--- src/rtl/l2_cache_control.sv ---
// l2_cache_control: sequencing FSM for the 4-way L2 cache.
// Moore-decodes the idle, tag-compare and allocate strobes for the hit/select
// logic, and runs the miss path toward pmem: dirty-victim writeback, then fill.
// Ports:
//   clk, rst (synchronous, active-high)
//   mem_read, mem_write : L1-side request, held until serviced
//   any_hit             : OR of per-way valid & tag match
//   victim_dirty        : dirty bit of the LRU way at the current set
//   pmem_resp           : one-cycle done pulse from physical memory
//   idling, tag_comp, alloc : state strobes for the hit/select logic
//   pmem_read, pmem_write   : fill / writeback requests
//   pmem_addr_sel           : 1 = victim tag/set, 0 = request address
//   hit_count, miss_count, wb_count : CNT_W-bit performance counters, built
//                                     only when L2_PERF_COUNTERS_EN is defined
module l2_cache_control #(
    parameter int CNT_W = 32
) (
    input  logic             clk,
    input  logic             rst,
    input  logic             mem_read,
    input  logic             mem_write,
    input  logic             any_hit,
    input  logic             victim_dirty,
    input  logic             pmem_resp,
    output logic             idling,
    output logic             tag_comp,
    output logic             alloc,
    output logic             pmem_read,
    output logic             pmem_write,
    output logic             pmem_addr_sel
`ifdef L2_PERF_COUNTERS_EN
    ,
    output logic [CNT_W-1:0] hit_count,
    output logic [CNT_W-1:0] miss_count,
    output logic [CNT_W-1:0] wb_count
`endif
);

    localparam logic [1:0] S_IDLE      = 2'd0;
    localparam logic [1:0] S_TAG_COMP  = 2'd1;
    localparam logic [1:0] S_WRITEBACK = 2'd2;
    localparam logic [1:0] S_ALLOCATE  = 2'd3;

    logic [1:0] state_q;
    logic [1:0] state_d;
    logic       req;
    logic [1:0] miss_next;

    // Read and write together is illegal upstream; OR-ing them folds it
    // into a single request.
    assign req       = mem_read | mem_write;
    assign miss_next = victim_dirty ? S_WRITEBACK : S_ALLOCATE;

    always_comb begin
        state_d = state_q;
        case (state_q)
            S_IDLE: begin
                if (req && !any_hit) begin
                    state_d = miss_next;
                end
            end
            S_WRITEBACK: begin
                if (pmem_resp) begin
                    state_d = S_ALLOCATE;
                end
            end
            S_ALLOCATE: begin
                if (pmem_resp) begin
                    state_d = S_TAG_COMP;
                end
            end
            S_TAG_COMP: begin
                // A dropped request returns to idle even without a hit;
                // a still-pending request that misses re-enters the miss path.
                if (any_hit || !req) begin
                    state_d = S_IDLE;
                end else begin
                    state_d = miss_next;
                end
            end
            default: state_d = S_IDLE;
        endcase
    end

    always_ff @(posedge clk) begin
        if (rst) begin
            state_q <= S_IDLE;
        end else begin
            state_q <= state_d;
        end
    end

    assign idling        = (state_q == S_IDLE);
    assign tag_comp      = (state_q == S_TAG_COMP);
    assign pmem_write    = (state_q == S_WRITEBACK);
    assign pmem_read     = (state_q == S_ALLOCATE);
    assign alloc         = (state_q == S_ALLOCATE);
    assign pmem_addr_sel = (state_q == S_WRITEBACK);

`ifdef L2_PERF_COUNTERS_EN
    localparam logic [CNT_W-1:0] ONE = {{(CNT_W-1){1'b0}}, 1'b1};

    logic [CNT_W-1:0] hit_q, hit_d;
    logic [CNT_W-1:0] miss_q, miss_d;
    logic [CNT_W-1:0] wb_q, wb_d;

    always_comb begin
        hit_d  = hit_q;
        miss_d = miss_q;
        wb_d   = wb_q;
        if (idling && req && any_hit) begin
            hit_d = hit_q + ONE;
        end
        if (idling && req && !any_hit) begin
            miss_d = miss_q + ONE;
        end
        if (pmem_write && pmem_resp) begin
            wb_d = wb_q + ONE;
        end
    end

    always_ff @(posedge clk) begin
        if (rst) begin
            hit_q  <= '0;
            miss_q <= '0;
            wb_q   <= '0;
        end else begin
            hit_q  <= hit_d;
            miss_q <= miss_d;
            wb_q   <= wb_d;
        end
    end

    assign hit_count  = hit_q;
    assign miss_count = miss_q;
    assign wb_count   = wb_q;
`endif

endmodule

--- config.mk ---
export PLATFORM = sky130hd
export DESIGN_NAME = l2_cache_control
export DESIGN_NICKNAME = d
export VERILOG_FILES = /design/src/rtl/l2_cache_control.sv
export SDC_FILE = /design/constraint.sdc
export NUM_CORES = 1
export LEC_CHECK = 0
export CORE_AREA = 2 2 39 41
export CTS_CLUSTER_DIAMETER = 200
export DETAILED_ROUTE_END_ITERATION = 7
export DIE_AREA = 0 0 41 43
export DONT_BUFFER_PORTS = 1
export SYNTH_ARGS = -nofsm -noshare
export SYNTH_HDL_FRONTEND = slang
export SYNTH_SLANG_ARGS = --single-unit
--- constraint.sdc ---
create_clock -name clk -period 2.5 [get_ports clk]
set_input_delay 0.5 -clock clk [delete_from_list [all_inputs] [get_ports clk]]
set_output_delay 0.5 -clock clk [all_outputs]
set_load 0.01 [all_outputs]
# After elaboration in Yosys (flattened, before gate mapping)
# Index checks and enable logic that the tools add are counted.
# Widths: inputs -> output; s select.
word_totals:
  regBits: 2
  input_bits: 7
  out_inout_bits: 6
  elab_cells: 20
op_classes:
  eq_ne: 6
  n_mux: 6
  n_bitwise: 1
  reduce_logical: 6
ops:
  columns: ["op", "count"]
  rows:
  - ["$mux 2", 4]
  - ["$pmux 2 s4", 1]
  - ["$eq 2x2->1 const B", 2]
  - ["$ne 2x2->1 const B", 2]
  - ["$reduce_and 3->1", 1]
  - ["$eq 2x1->1 const B", 1]
  - ["$logic_not 1->1", 2]
  - ["$logic_not 2->1", 1]
  - ["$ne 2x1->1 const B", 1]
  - ["$logic_and 1x1->1", 1]
  - ["$logic_or 1x1->1", 1]
  - ["$mux 1", 1]
  - ["$or 1x1->1", 1]

# Longest topological paths before layout
logic_depth:
  word_depth: 5
  depth_mapped: 2
  depth_no_buf: 2

# Least setup slack after synthesis
# Ideal clock, no wire load.
synth_timing:
  path_kind: "register -> output"
  startpoint: "reg state_q[1]"
  endpoint: "out pmem_write"
  t_arrival_ns: 0.845
  required_ns: 2.000
  slack_ns: 1.155
  stages_incl_launch_ff: 3
  cell_sequence: "dfxtp_1 nor2b_1 buf_4"
synth_between:
  elab_chain_len: 1
synth_rtl:
  columns: ["element", "line_no", "rtl"]
  rows:
  - ["start: declaration", "44", "logic [1:0] state_q;"]
  - ["start signal: assignment", "89", "state_q <= state_d;"]
  - ["$eq 2x2->1", null, null]
  - ["end: declaration", "29", "output logic pmem_write,"]
# No other way between the ends.

# Worst setup path after layout
layout_timing:
  startpoint: "reg state_q[1]"
  endpoint: "out pmem_addr_sel"
layout_between:
  elab_chain_len: 1
layout_rtl:
  columns: ["element", "line_no", "rtl"]
  rows:
  - ["$eq 2x2->1", "98", "assign pmem_addr_sel = (state_q == S_WRITEBACK);"]
  - ["end: declaration", "30", "output logic pmem_addr_sel"]
# No other way between the ends.

==> load_flow_metrics.sql <==
INSERT INTO impl_metrics (metric_group, metric, value, unit) VALUES
('run_status', 'outcome', 'complete, no violations', ''),
('finish', 'area.growth.synth_to_final', '21.0', '%'),
('finish', 'fin_cells', '32', ''),
('sta', 'slew_viol_final', '0', ''),
('clock_network', 'clock_latency', '0.22', 'ns'),
('worst_setup_path', 'critical_path_class', 'flop to output port', ''),
('worst_setup_path', 'critPathCaptureType', 'output port', ''),
('floorplan', 'floorplan.core_area', '0.00138', 'sq mm'),
('clock_network', 'ctsHtreeMaxLevel', '1', ''),
('placed_design', 'numPlacedInstances', '29', ''),
('yosys', 'syn_inst', '15', ''),
('finish', 'num-fill-cells', '161', ''),
('worst_setup_path', 'critical_path.reg2reg.startpoint', 'state_q[1]$_SDFFE_PP0P_', ''),
('sta', 'worst_slew_pin_slew', '0.390', 'ns'),
('finish', 'nets', '25', ''),
('finish', 'largest_register_ffs', '2', ''),
('global_routing', 'largest_net_degree_at_the_start_of_global_routing', '9', ''),
('yosys', 'post_synth_mux_area_share', '0', '%'),
('drt', 'firstDrtPassIters', '2', ''),
('yosys', 'synth_top_cells_by_area', 'dfxtp_1 (30%), buf_4 (11%), nor3_2 (7.6%)', ''),
('floorplan', 'dieHeight', '43', 'um'),
('worst_setup_path', 'crit_path_max_incr_delay', '0.44', 'ns'),
('global_routing', 'global_route.overflow_total', '0', ''),
('floorplan', 'initial_core_util', '9.49', '%'),
('yosys', 'yosys_most_used_dff', 'dfxtp_1', ''),
('drt', 'routed_via_density', '3.22', ''),
('clock_network', 'clkTransAtPathRegs', '0.03', 'ns'),
('yosys', 'post_synth_most_frequent_cells', 'buf_4 (2), dfxtp_1 (2), nor2_1 (2)', ''),
('power_and_ir_drop', 'powerDensity', '768', 'mW/mm^2'),
('drt', 'num_vias', '103', ''),
('floorplan', 'die_extent_in_x', '41', 'um'),
('clock_network', 'cts_made_buffers', '3', ''),
('worst_setup_path', 'critPathMaxFanout', '8', ''),
('sta', 'hold_violations', '0', ''),
('worst_setup_path', 'worst_r2r_path_depth', '2', ''),
('finish', 'sequential_cell_area', '40.0', 'sq um'),
('sta', 'layout_worst_path_cycle_share', '62.0', '%'),
('global_routing', 'grt_pass1_wl', '372', 'um'),
('yosys', 'yosys.cell_types.count', '12', ''),
('sta', 'rsz0062_at_grt', 'false', ''),
('power_and_ir_drop', 'leakage', '0.0585', 'nW'),
('sta', 'finClkSkew', '0.00509', 'ns'),
('worst_setup_path', 'worst_reg2reg_endpoint', 'state_q[1]$_SDFFE_PP0P_', ''),
('clock_network', 'cts_max_path_buffers', '2', ''),
('finish', 'num_antenna_cells', '0', ''),
('clock_network', 'post_cts_hold_buffer_count', '0', ''),
('clock_network', 'tritoncts', 'done', ''),
('yosys', 'async_flop_share', '0', '%'),
('finish', 'reg_top3', 'state_q (2)', ''),
('drt', 'detail-route-antenna-nets', '0', ''),
('global_routing', 'grt_antenna_before_repair', '0', ''),
('worst_setup_path', 'crit_path_start_kind', 'flop', ''),
('yosys', 'mappedNetlistArea', '131', 'sq um'),
('placed_design', 'gp_routability_congestion', '0.498', ''),
('clock_network', 'postCtsSetupRepairBufs', '0', ''),
('drt', 'wl_met3', '46', 'um'),
('min_path', 'hp-class', 'input pin to flop', ''),
('drt', 'drt-wirelength-per-cell', '8.28', 'um'),
('worst_setup_path', 'critical_path.top_delay_family', 'flip-flops', ''),
('placed_design', 'dp_hpwl', '200', 'um'),
('drt', 'wirelength', '265', 'um'),
('worst_setup_path', 'critical-path-slowest-cell', 'dfxtp_1', ''),
('yosys', 'ys_seq_area_share', '30.5', '%'),
('sta', 'layout_min_cycle_time', '1.55', 'ns'),
('worst_setup_path', 'worst-path-stages', '1', ''),
('clock_network', 'cts_root_buf', 'clkbuf_4', ''),
('finish', 'drive_gt1_share', '31.3', '%'),
('sta', 'worst_slew_margin_rel', '73.9', '%'),
('finish', 'largest-register', 'state_q', ''),
('drt', 'drt_iter0_drc', '3', ''),
('clock_network', 'clock_sinks', '2', '');
## per-layer routing
layer  global-route usage (%)  up-vias
met5                        0        -
met4                     6.00        0
met3                     3.14        0
met2                     4.69       10
met1                     2.87       41
li1                         -       52
## logic make-up after synthesis
kind of cell	Yosys count
DFF	2
buffers and inverters	2
AOI/OAI and AO/OA	4
and+or+nand+nor	7
## metrics by stage
step | hold slack (ns) | utilization [%] | total power [mW] | setup slack, ns | instance area (sq um)
5_1_grt | 0.456 | 11.5 | 0.131 | 0.798 | 159
6_report | 0.441 | 11.5 | 0.122 | 0.950 | 159
2_1_floorplan | 0.522 | - | 0.0533 | 1.16 | 131
3_3_place_gp | 0.555 | 9.86 | 0.0525 | 1.18 | 136
3_5_place_dp | 0.568 | 9.86 | 0.0527 | 1.18 | 136
4_1_cts | 0.438 | 11.5 | 0.126 | 0.948 | 159
## power breakdown
group          switching, mW  leakage [nW]  internal [mW]
combinational        0.00759        0.0281        0.00607
clock                 0.0170        0.0138         0.0528
sequential           0.00394        0.0166         0.0347
## worst min-delay path by stage
stage | to | slack, ns | cells past startpoint | startpoint
after global placement | state_q[0]$_SDFFE_PP0P_ | 0.55 | 2 | state_q[0]$_SDFFE_PP0P_
after detailed placement | state_q[0]$_SDFFE_PP0P_ | 0.57 | 2 | state_q[1]$_SDFFE_PP0P_
final | state_q[0]$_SDFFE_PP0P_ | 0.44 | 2 | pmem_resp
after global routing | state_q[0]$_SDFFE_PP0P_ | 0.46 | 2 | rst
after CTS | state_q[1]$_SDFFE_PP0P_ | 0.44 | 2 | rst
after floorplan | state_q[0]$_SDFFE_PP0P_ | 0.52 | 2 | state_q[0]$_SDFFE_PP0P_
## area by class of cell
cell class	instances	share of cell area (%)
tap	16	12.6
multi-input combinational	11	48.0
clock buffer	3	14.2
sequential	2	25.2
## cell usage in the layout (no fill, tap or decap)
master,synthesis,routed
nand2b_1,1,1
nor3_2,1,1
a31oi_1,1,1
clkbuf_4,0,3
o21ba_2,1,1
nor2_1,2,2
and2_1,1,1
dfxtp_1,2,2
and2b_1,1,1
nor2b_1,1,1
o21a_1,1,1
o2bb2ai_1,1,1
Note: power is estimated with default switching activity, not from simulation.
